File: src/rtl/bcd_scan_display.sv
`default_nettype none
// ============================================================================
// Module   : bcd_scan_display
// Purpose  : Time-multiplexed driver for a 4-digit common-anode seven-segment
//            display. Captures three BCD digits on a load strobe, scans the
//            anodes at a programmable rate and encodes each digit into
//            active-low segment patterns.
// Ports    : clk      - system clock, rising edge
//            reset    - synchronous, active-high reset
//            load     - capture strobe for hundreds/tens/ones
//            hundreds - BCD hundreds digit (4 bits)
//            tens     - BCD tens digit (4 bits)
//            ones     - BCD ones digit (4 bits)
//            an       - active-low anode enables, an[0] = rightmost digit
//            seg      - active-low segments {g,f,e,d,c,b,a}
//            dp       - active-low decimal point, held off
// Params   : REFRESH_DIV - clock cycles per digit slot (>= 2)
// Macro    : LEADING_ZERO_BLANK_EN - blank leading zeros in the hundreds and
//            tens positions (anode stays asserted for blanked digits)
// Revision : 1.0 - initial release
// ============================================================================
module bcd_scan_display #(
  parameter int REFRESH_DIV = 100_000
) (
  input  logic       clk,
  input  logic       reset,
  input  logic       load,
  input  logic [3:0] hundreds,
  input  logic [3:0] tens,
  input  logic [3:0] ones,
  output logic [3:0] an,
  output logic [6:0] seg,
  output logic       dp
);

  localparam int                 c_DIV_W    = (REFRESH_DIV > 2) ? $clog2(REFRESH_DIV) : 1;
  localparam logic [c_DIV_W-1:0] c_DIV_LAST = c_DIV_W'(REFRESH_DIV - 1);

  localparam logic [1:0] c_SLOT_ONES = 2'd0;
  localparam logic [1:0] c_SLOT_TENS = 2'd1;
  localparam logic [1:0] c_SLOT_HUND = 2'd2;
  localparam logic [1:0] c_SLOT_NONE = 2'd3;

  localparam logic [6:0] c_SEG_BLANK = 7'h7F;
  localparam logic [6:0] c_SEG_DASH  = 7'h3F;
  localparam logic [3:0] c_AN_OFF    = 4'b1111;

  logic [c_DIV_W-1:0] r_div_cnt;
  logic [1:0]         r_slot;
  logic [3:0]         r_h;
  logic [3:0]         r_t;
  logic [3:0]         r_o;
  logic [3:0]         r_an;
  logic [6:0]         r_seg;
  logic               r_dp;

  logic               w_slot_end;
  logic [3:0]         w_digit;
  logic               w_blank;
  logic [3:0]         w_an;
  logic [6:0]         w_seg;

  function automatic logic [6:0] f_encode(input logic [3:0] i_d);
    logic [6:0] v;
    case (i_d)
      4'd0:    v = 7'h40;
      4'd1:    v = 7'h79;
      4'd2:    v = 7'h24;
      4'd3:    v = 7'h30;
      4'd4:    v = 7'h19;
      4'd5:    v = 7'h12;
      4'd6:    v = 7'h02;
      4'd7:    v = 7'h78;
      4'd8:    v = 7'h00;
      4'd9:    v = 7'h10;
      default: v = c_SEG_DASH;  // nibbles 10-15 are not BCD
    endcase
    return v;
  endfunction

  assign w_slot_end = (r_div_cnt == c_DIV_LAST);

  // Next display values are derived from the slot and captures as they stand
  // before the edge, so the outputs trail r_slot by exactly one cycle.
  always_comb begin
    w_digit = 4'd0;
    w_blank = 1'b0;
    w_an    = c_AN_OFF;
    case (r_slot)
      c_SLOT_ONES: begin
        w_digit = r_o;
        w_an    = 4'b1110;
      end
      c_SLOT_TENS: begin
        w_digit = r_t;
        w_an    = 4'b1101;
`ifdef LEADING_ZERO_BLANK_EN
        w_blank = (r_h == 4'd0) && (r_t == 4'd0);
`endif
      end
      c_SLOT_HUND: begin
        w_digit = r_h;
        w_an    = 4'b1011;
`ifdef LEADING_ZERO_BLANK_EN
        w_blank = (r_h == 4'd0);
`endif
      end
      default: begin
        // Fourth position is not populated: anode off, segments dark.
        w_blank = 1'b1;
        w_an    = c_AN_OFF;
      end
    endcase
    w_seg = w_blank ? c_SEG_BLANK : f_encode(w_digit);
  end

  always_ff @(posedge clk) begin
    if (reset) begin
      r_div_cnt <= '0;
      r_slot    <= c_SLOT_ONES;
      r_h       <= 4'd0;
      r_t       <= 4'd0;
      r_o       <= 4'd0;
      r_an      <= c_AN_OFF;
      r_seg     <= c_SEG_BLANK;
      r_dp      <= 1'b1;
    end else begin
      if (load) begin
        r_h <= hundreds;
        r_t <= tens;
        r_o <= ones;
      end
      if (w_slot_end) begin
        r_div_cnt <= '0;
        r_slot    <= r_slot + 2'd1;
      end else begin
        r_div_cnt <= r_div_cnt + c_DIV_W'(1);
      end
      r_an  <= w_an;
      r_seg <= w_seg;
      r_dp  <= 1'b1;
    end
  end

  assign an  = r_an;
  assign seg = r_seg;
  assign dp  = r_dp;

endmodule
`default_nettype wire
File: config.mk
export PLATFORM = sky130hd
export DESIGN_NAME = bcd_scan_display
export DESIGN_NICKNAME = d
export VERILOG_FILES = /design/src/rtl/bcd_scan_display.sv
export SDC_FILE = /design/constraint.sdc
export NUM_CORES = 1
export LEC_CHECK = 0
export BUFFER_PORTS_ARGS = -buffer_cell sky130_fd_sc_hd__buf_4
export CORE_UTILIZATION = 60
export DETAILED_ROUTE_END_ITERATION = 12
export GPL_TIMING_DRIVEN = 0
export PLACE_DENSITY = 0.8
export REMOVE_ABC_BUFFERS = 1
export SYNTH_ARGS = -nofsm -noshare
export SYNTH_HDL_FRONTEND = slang
export SYNTH_SLANG_ARGS = --single-unit
File: constraint.sdc
create_clock -name clk -period 5.85 [get_ports clk]
set_clock_uncertainty 0.1 [all_clocks]
set_input_delay 0.8775 -clock clk [delete_from_list [all_inputs] [get_ports clk]]
set_output_delay 0.8775 -clock clk [all_outputs]
set_load 0.1 [all_outputs]
==> results of run 1 <==
state kept, by name (all words and copies together), names as in the netlist:
register and cells:
seg 7, r_t 4, an 3, r_div_cnt 17, r_o 4, r_h 4, r_slot 2
metrics by stage:
stage	hold WS, ns	worst slack (ns)	util	cell area (sq um)
2_1_floorplan	0.352	3.78	-	1800
3_3_place_gp	0.373	3.42	0.713	2020
3_5_place_dp	0.383	3.33	0.713	2020
4_1_cts	0.409	3.31	0.743	2100
5_1_grt	0.436	3.06	0.743	2100
6_report	0.402	3.29	0.743	2100
placed cells by master (no fill, tap or decap), drive strengths merged, types with 8 or more instances in the layout:
master	Yosys	routed
xnor2	9	9
nand4	8	8
ha	10	10
nand3	9	9
nor2	33	33
mux2i	15	15
dfxtp	41	41
nand2	9	9
buf	8	24
worst min path at each step:
stage,slack [ns],endpoint,from,cells after the start
global placement,0.37,r_div_cnt[0],r_div_cnt[0],1
detailed placement,0.38,r_o[2],r_o[2],2
CTS,0.41,r_div_cnt[0],r_div_cnt[0],1
floorplan,0.35,r_div_cnt[0],r_div_cnt[0],1
finish,0.40,r_div_cnt[0],r_div_cnt[0],1
global route,0.44,r_div_cnt[0],r_div_cnt[0],1
per-layer routing:
layer	global-route usage	up-vias	routed length, microns
met2	0.468	40	1940
met4	0.0941	0	62
li1	-	726	-
met3	0.0612	8	165
met5	0	-	0
met1	0.261	670	1470
power by group:
group / internal, mW / switching (mW)
clock network: 0.102 / 0.0884
registers: 0.291 / 0.00636
logic: 0.0265 / 0.0653
total: 0.419 / 0.160
kinds of logic (layout without fill, tap and decap cells):
kind of cell               Yosys count  in the layout
and+or+nand+nor                     78             78
DFF                                 41             41
AOI/OAI and AO/OA                   21             21
buffers and inverters               18             39
muxes                               16             16
xor gates and xnor gates            14             14
adders and majority gates           10             10
other                                1              2
cell type report:
cell class,instances,area (sq um),area share
clock buffers,7,55.1,0.0262
clock inverters,1,30.0,0.0143
repair buffers,24,180,0.0858
flip-flops and latches,41,821,0.391
inverters,7,26.3,0.0125
multi-input cells,141,950,0.452
well taps,31,38.8,0.0185
==> impl_metrics.py, run 1 <==
metrics = {
    "setup_path": {
        "cpMaxStageDelayCell": "a222oi_1",
        "reg2reg_depth": 6,
        "worstSetupEndpoint": "seg[5]",
        "critPathRequiredTime_ns": 5.98,
        "path_cells": "inv_1, ha_1, a222oi_1, a21oi_1, nor3_2, o21ai_0",
        "startpoint": "r_slot[0]",
        "critPathTopFamily": "compound AO/OA/AOI/OAI gates",
        "worst-path-buf-inv": 1,
        "worstSetupStartpointType": "flip-flop",
        "critPathKind": "flip-flop to flip-flop",
        "critPathMaxFanout": 7,
        "arrival_ns": 2.68,
        "end_kind": "flip-flop",
        "rrSetupSlack_ns": 3.29,
        "crit_cells": 6,
        "rr_endpoint": "seg[5]",
        "slowest_delay_ns": 0.96,
        "r2r_start": "r_slot[0]",
    },
    "drt": {
        "drtPass1Iterations": 9,
        "via_per_inst": 5.73,
        "ant_nets": 0,
        "drc_errors": 2,
        "routedWlPerCell_microns": 14.4,
        "routed_wl_microns": 3640,
        "vias": 1444,
        "drt_iter0_drc": 60,
    },
    "placed_design": {
        "place_inst": 244,
        "place_hpwl_microns": 2600,
        "place_congestion": 0.800,
        "io_buffers": 24,
    },
    "clocking": {
        "post_cts_resized": 0,
        "cts.clk_slew.worst_paths_ns": 0.12,
        "numClockSinks": 41,
        "cts_tree": "done",
        "cts_made_buffers": 5,
        "root_buffer": "clkbuf_4",
        "clockBufferDepth": 2,
        "clk_latency_ns": 0.35,
        "cts_max_level": 2,
        "cts_hold_buf": 0,
        "postCtsSetupRepairBufs": 0,
    },
    "yosys": {
        "synth_compound_area_frac": 0.0791,
        "ys_warn_count": 0,
        "ys_ff_latch": 41,
        "synthSimpleGateAreaFrac": 0.209,
        "synth_area_sq_um": 1850,
        "synth_area_leaders": "dfxtp_1 (44%), mux2i_1 (8.1%), ha_1 (6.8%)",
        "synthCells": 199,
        "seq_area_frac_synth": 0.443,
        "synth_xor_area_frac": 0.0662,
        "synth_top_cell_area_share": 0.443,
        "synthAdderAreaFrac": 0.0676,
        "synth_edf_count": 0,
        "synthMuxAreaShare": 0.0872,
        "synth_top_family_by_area": "simple AND/OR/NAND/NOR gates",
        "yosys_most_used_dff": "dfxtp_1",
        "synth.most_common_cell": "dfxtp_1",
        "synth_cell_types": 34,
        "synth_commonest_cells": "dfxtp_1 (41), nor2_1 (33), mux2i_1 (15)",
        "async_flop_share": 0,
        "avgSynthCellArea_sq_um": 9.31,
        "synth.largest_area_cell": "dfxtp_1",
    },
    "sta": {
        "setup_tns_ns": 0,
        "fin_crit_ns": 2.56,
        "slew_headroom": 0.287,
        "hold_viol": 0,
        "rsz0062_at_grt": "no",
        "setup_viol": 0,
        "fin_crit_sh": 0.437,
        "fmax_ghz": 0.391,
        "drv_slew": 0,
        "worst_slew_pin_slew_ns": 1.07,
    },
    "layout": {
        "drive_gt1_frac": 0.158,
        "n_antenna_cell": 0,
        "fin_cells": 252,
        "fillers": 229,
        "area_growth_pct": 13.4,
        "layout.nets": 245,
    },
    "die": {
        "start_util": 0.655,
        "num_rows": 19,
        "die_height_microns": 57.6,
        "ios": 27,
        "die-area_sq_um": 3310,
        "core-area_sq_um": 2830,
        "die_w_microns": 57.6,
    },
    "pwr": {
        "ir_worst_vdd_mv": 0.278,
        "p_total_mw": 0.579,
        "power.leakage_nw": 0.873,
        "powerDensity_nw_per_um2": 276,
    },
    "job": {
        "cap_violations": 0,
    },
    "global_route": {
        "grt_pass1_wl_microns": 6220,
        "antenna_found_initial": 0,
        "grt_usage": 0.248,
        "grt_max_degree": 21,
        "grt_overflow": 0,
        "grt_pass1_vias": 1419,
    },
    "worst_hold_path": {
        "hold_path_class": "flip-flop to flip-flop",
    },
    "status": {
        "status": "finished with violations",
        "violations": "design-rule violations",
    },
}
Power figures use the tool's default switching activity.
==> run 2, diff against run 1 <==
Settings changed: CORE_UTILIZATION 60 to 56, PLACE_DENSITY 0.8 to 0.75.
Clock period 5.85 ns to 2.4 ns, I/O delays scaled along.
==> run 2 against run 1 <==
Compared with the run above:
- the flow now finishes without violations
- final cell count grew 6.7%
- setup slack lost 3.1 ns
- global-route usage shrank 2.4 points
- largest cell class unchanged
- highest routed layer unchanged
==> impl_metrics.py, run 2 (synthesis gave the netlist of run 1 again) <==
metrics = {
    "clocking": {
        "root_buffer": "clkbuf_4",
        "cts.clk_slew.worst_paths_ns": 0.11,
        "post_cts_resized": 0,
        "clockBufferDepth": 2,
        "cts_made_buffers": 5,
        "numClockSinks": 41,
        "cts_max_level": 2,
        "clk_latency_ns": 0.33,
        "cts_tree": "done",
        "cts_hold_buf": 0,
    },
    "die": {
        "die_height_microns": 59.5,
        "num_rows": 20,
        "start_util": 0.597,
        "core-area_sq_um": 3100,
        "ios": 27,
        "die_w_microns": 59.5,
        "die-area_sq_um": 3540,
    },
    "setup_path": {
        "reg2reg_depth": 9,
        "worstSetupEndpoint": "seg[6]",
        "rrSetupSlack_ns": 0.17,
        "path_cells": "inv_1, ha_1, a222oi_1, or2_2, inv_1, ha_1, mux2_2, nand2_1, nand2_1",
        "end_kind": "flip-flop",
        "arrival_ns": 2.37,
        "rr_endpoint": "seg[6]",
        "worstSetupStartpointType": "flip-flop",
        "r2r_start": "r_slot[0]",
        "startpoint": "r_slot[0]",
        "cpMaxStageDelayCell": "a222oi_1",
        "critPathKind": "flip-flop to flip-flop",
        "critPathRequiredTime_ns": 2.54,
        "slowest_delay_ns": 0.40,
        "critPathMaxFanout": 5,
    },
    "layout": {
        "layout.nets": 250,
        "largest_register_ffs": 17,
        "final_common_cell": "dfxtp_1",
        "top_register": "r_div_cnt",
        "layout_common_cells": "dfxtp_1 (41), nor2_1 (33), buf_4 (29)",
        "n_antenna_cell": 0,
        "fillers": 279,
        "fin_util": 0.685,
        "area_growth_pct": 14.7,
        "ff_latch_area_sq_um": 821,
        "multi_input_comb_area_sq_um": 950,
        "drive_gt1_frac": 0.173,
    },
    "drt": {
        "ant_nets": 0,
        "drt_iter0_drc": 89,
        "drtPass1Iterations": 5,
        "routed_wl_microns": 3480,
        "drc_errors": 0,
        "via_per_inst": 5.46,
        "routedWlPerCell_microns": 12.9,
        "vias": 1469,
    },
    "worst_hold_path": {
        "hold_path_class": "input pin to flip-flop",
    },
    "sta": {
        "setup_viol": 0,
        "hold_viol": 0,
        "fmax_ghz": 0.449,
        "fin_crit_sh": 0.929,
        "worst_slack_ns": 0.171,
        "setup_tns_ns": 0,
        "fin_crit_ns": 2.23,
        "drv_slew": 0,
    },
    "pwr": {
        "powerDensity_nw_per_um2": 607,
        "ir_worst_vdd_mv": 0.362,
        "power.leakage_nw": 0.879,
    },
    "global_route": {
        "grt_overflow": 0,
        "grt_pass1_wl_microns": 5880,
        "antenna_found_initial": 0,
        "grt_max_degree": 21,
        "grt_pass1_vias": 1362,
        "grt_usage": 0.223,
    },
    "placed_design": {
        "place_congestion": 0.818,
        "place_ws_ns": -0.109,
        "place_hpwl_microns": 2520,
        "io_buffers": 24,
    },
    "status": {
        "status": "completed",
    },
    "job": {
        "cap_violations": 0,
    },
}
## run 2: changes by cell type in the layout (fill, tap and decap cells not counted), sizes merged
cell / before / now
buf: 24 / 29
bufinv: 1 / 0
## run 2: area by class of cell
| class | count | share of cell area |
|---|---|---|
| clock buffer | 7 | 0.0259 |
| timing repair buffer | 29 | 0.102 |
| inverter | 7 | 0.0124 |
| tap | 44 | 0.0259 |
| multi-input combinational | 141 | 0.447 |
| sequential | 41 | 0.386 |
## run 2: timing repair
action | 4_1_cts | 5_1_grt
pin swaps | 1 | 2
endpoints found under the setup margin | 6 | 7
endpoints found under the hold margin | 0 | 0
setup buffers | 3 | 2
## run 2: through the flow
step | std cells | power (mW) | cell area (sq um) | hold WS [ns]
2_1_floorplan | 189 | 0.900 | 1800 | 0.329
6_report | 269 | 1.29 | 2120 | 0.150
3_5_place_dp | 257 | 0.961 | 2030 | 0.377
5_1_grt | 269 | 1.34 | 2120 | 0.146
4_1_cts | 267 | 1.30 | 2110 | 0.141
3_3_place_gp | 257 | 0.955 | 2030 | 0.374
## run 2: critical path, delay by kind of cell, from the launching register on
| kind | cells | cell delay [ns] |
|---|---|---|
| AOI/OAI and AO/OA | 1 | 0.40 |
| buffers and inverters | 2 | 0.16 |
| DFF | 1 | 0.39 |
| and+or+nand+nor | 3 | 0.34 |
| muxes | 1 | 0.26 |
| adders and majority gates | 2 | 0.48 |
## run 2: worst min-delay path by stage
stage                 start        end  slack, ns  cells past startpoint
global route        ones[1]     r_o[1]       0.15                      3
global placement     r_t[0]     r_t[0]       0.37                      2
finish              ones[1]     r_o[1]       0.15                      3
floorplan             reset  r_slot[0]       0.33                      1
detailed placement   r_o[2]     r_o[2]       0.38                      2
CTS                 ones[2]     r_o[2]       0.14                      3
## run 2: per-layer routing
metal | track usage | vias up | part of all wire
met5 | 0 | - | 0
li1 | - | 737 | -
met1 | 0.244 | 690 | 0.43
met3 | 0.0611 | 6 | 0.047
met2 | 0.409 | 36 | 0.51
met4 | 0.0831 | 0 | 0.014
## run 2: report_power, final
group / internal [mW] / switching (mW) / leakage (nW)
registers: 0.709 / 0.0156 / 0.336
clock network: 0.138 / 0.198 / 0.0314
logic: 0.0703 / 0.158 / 0.512
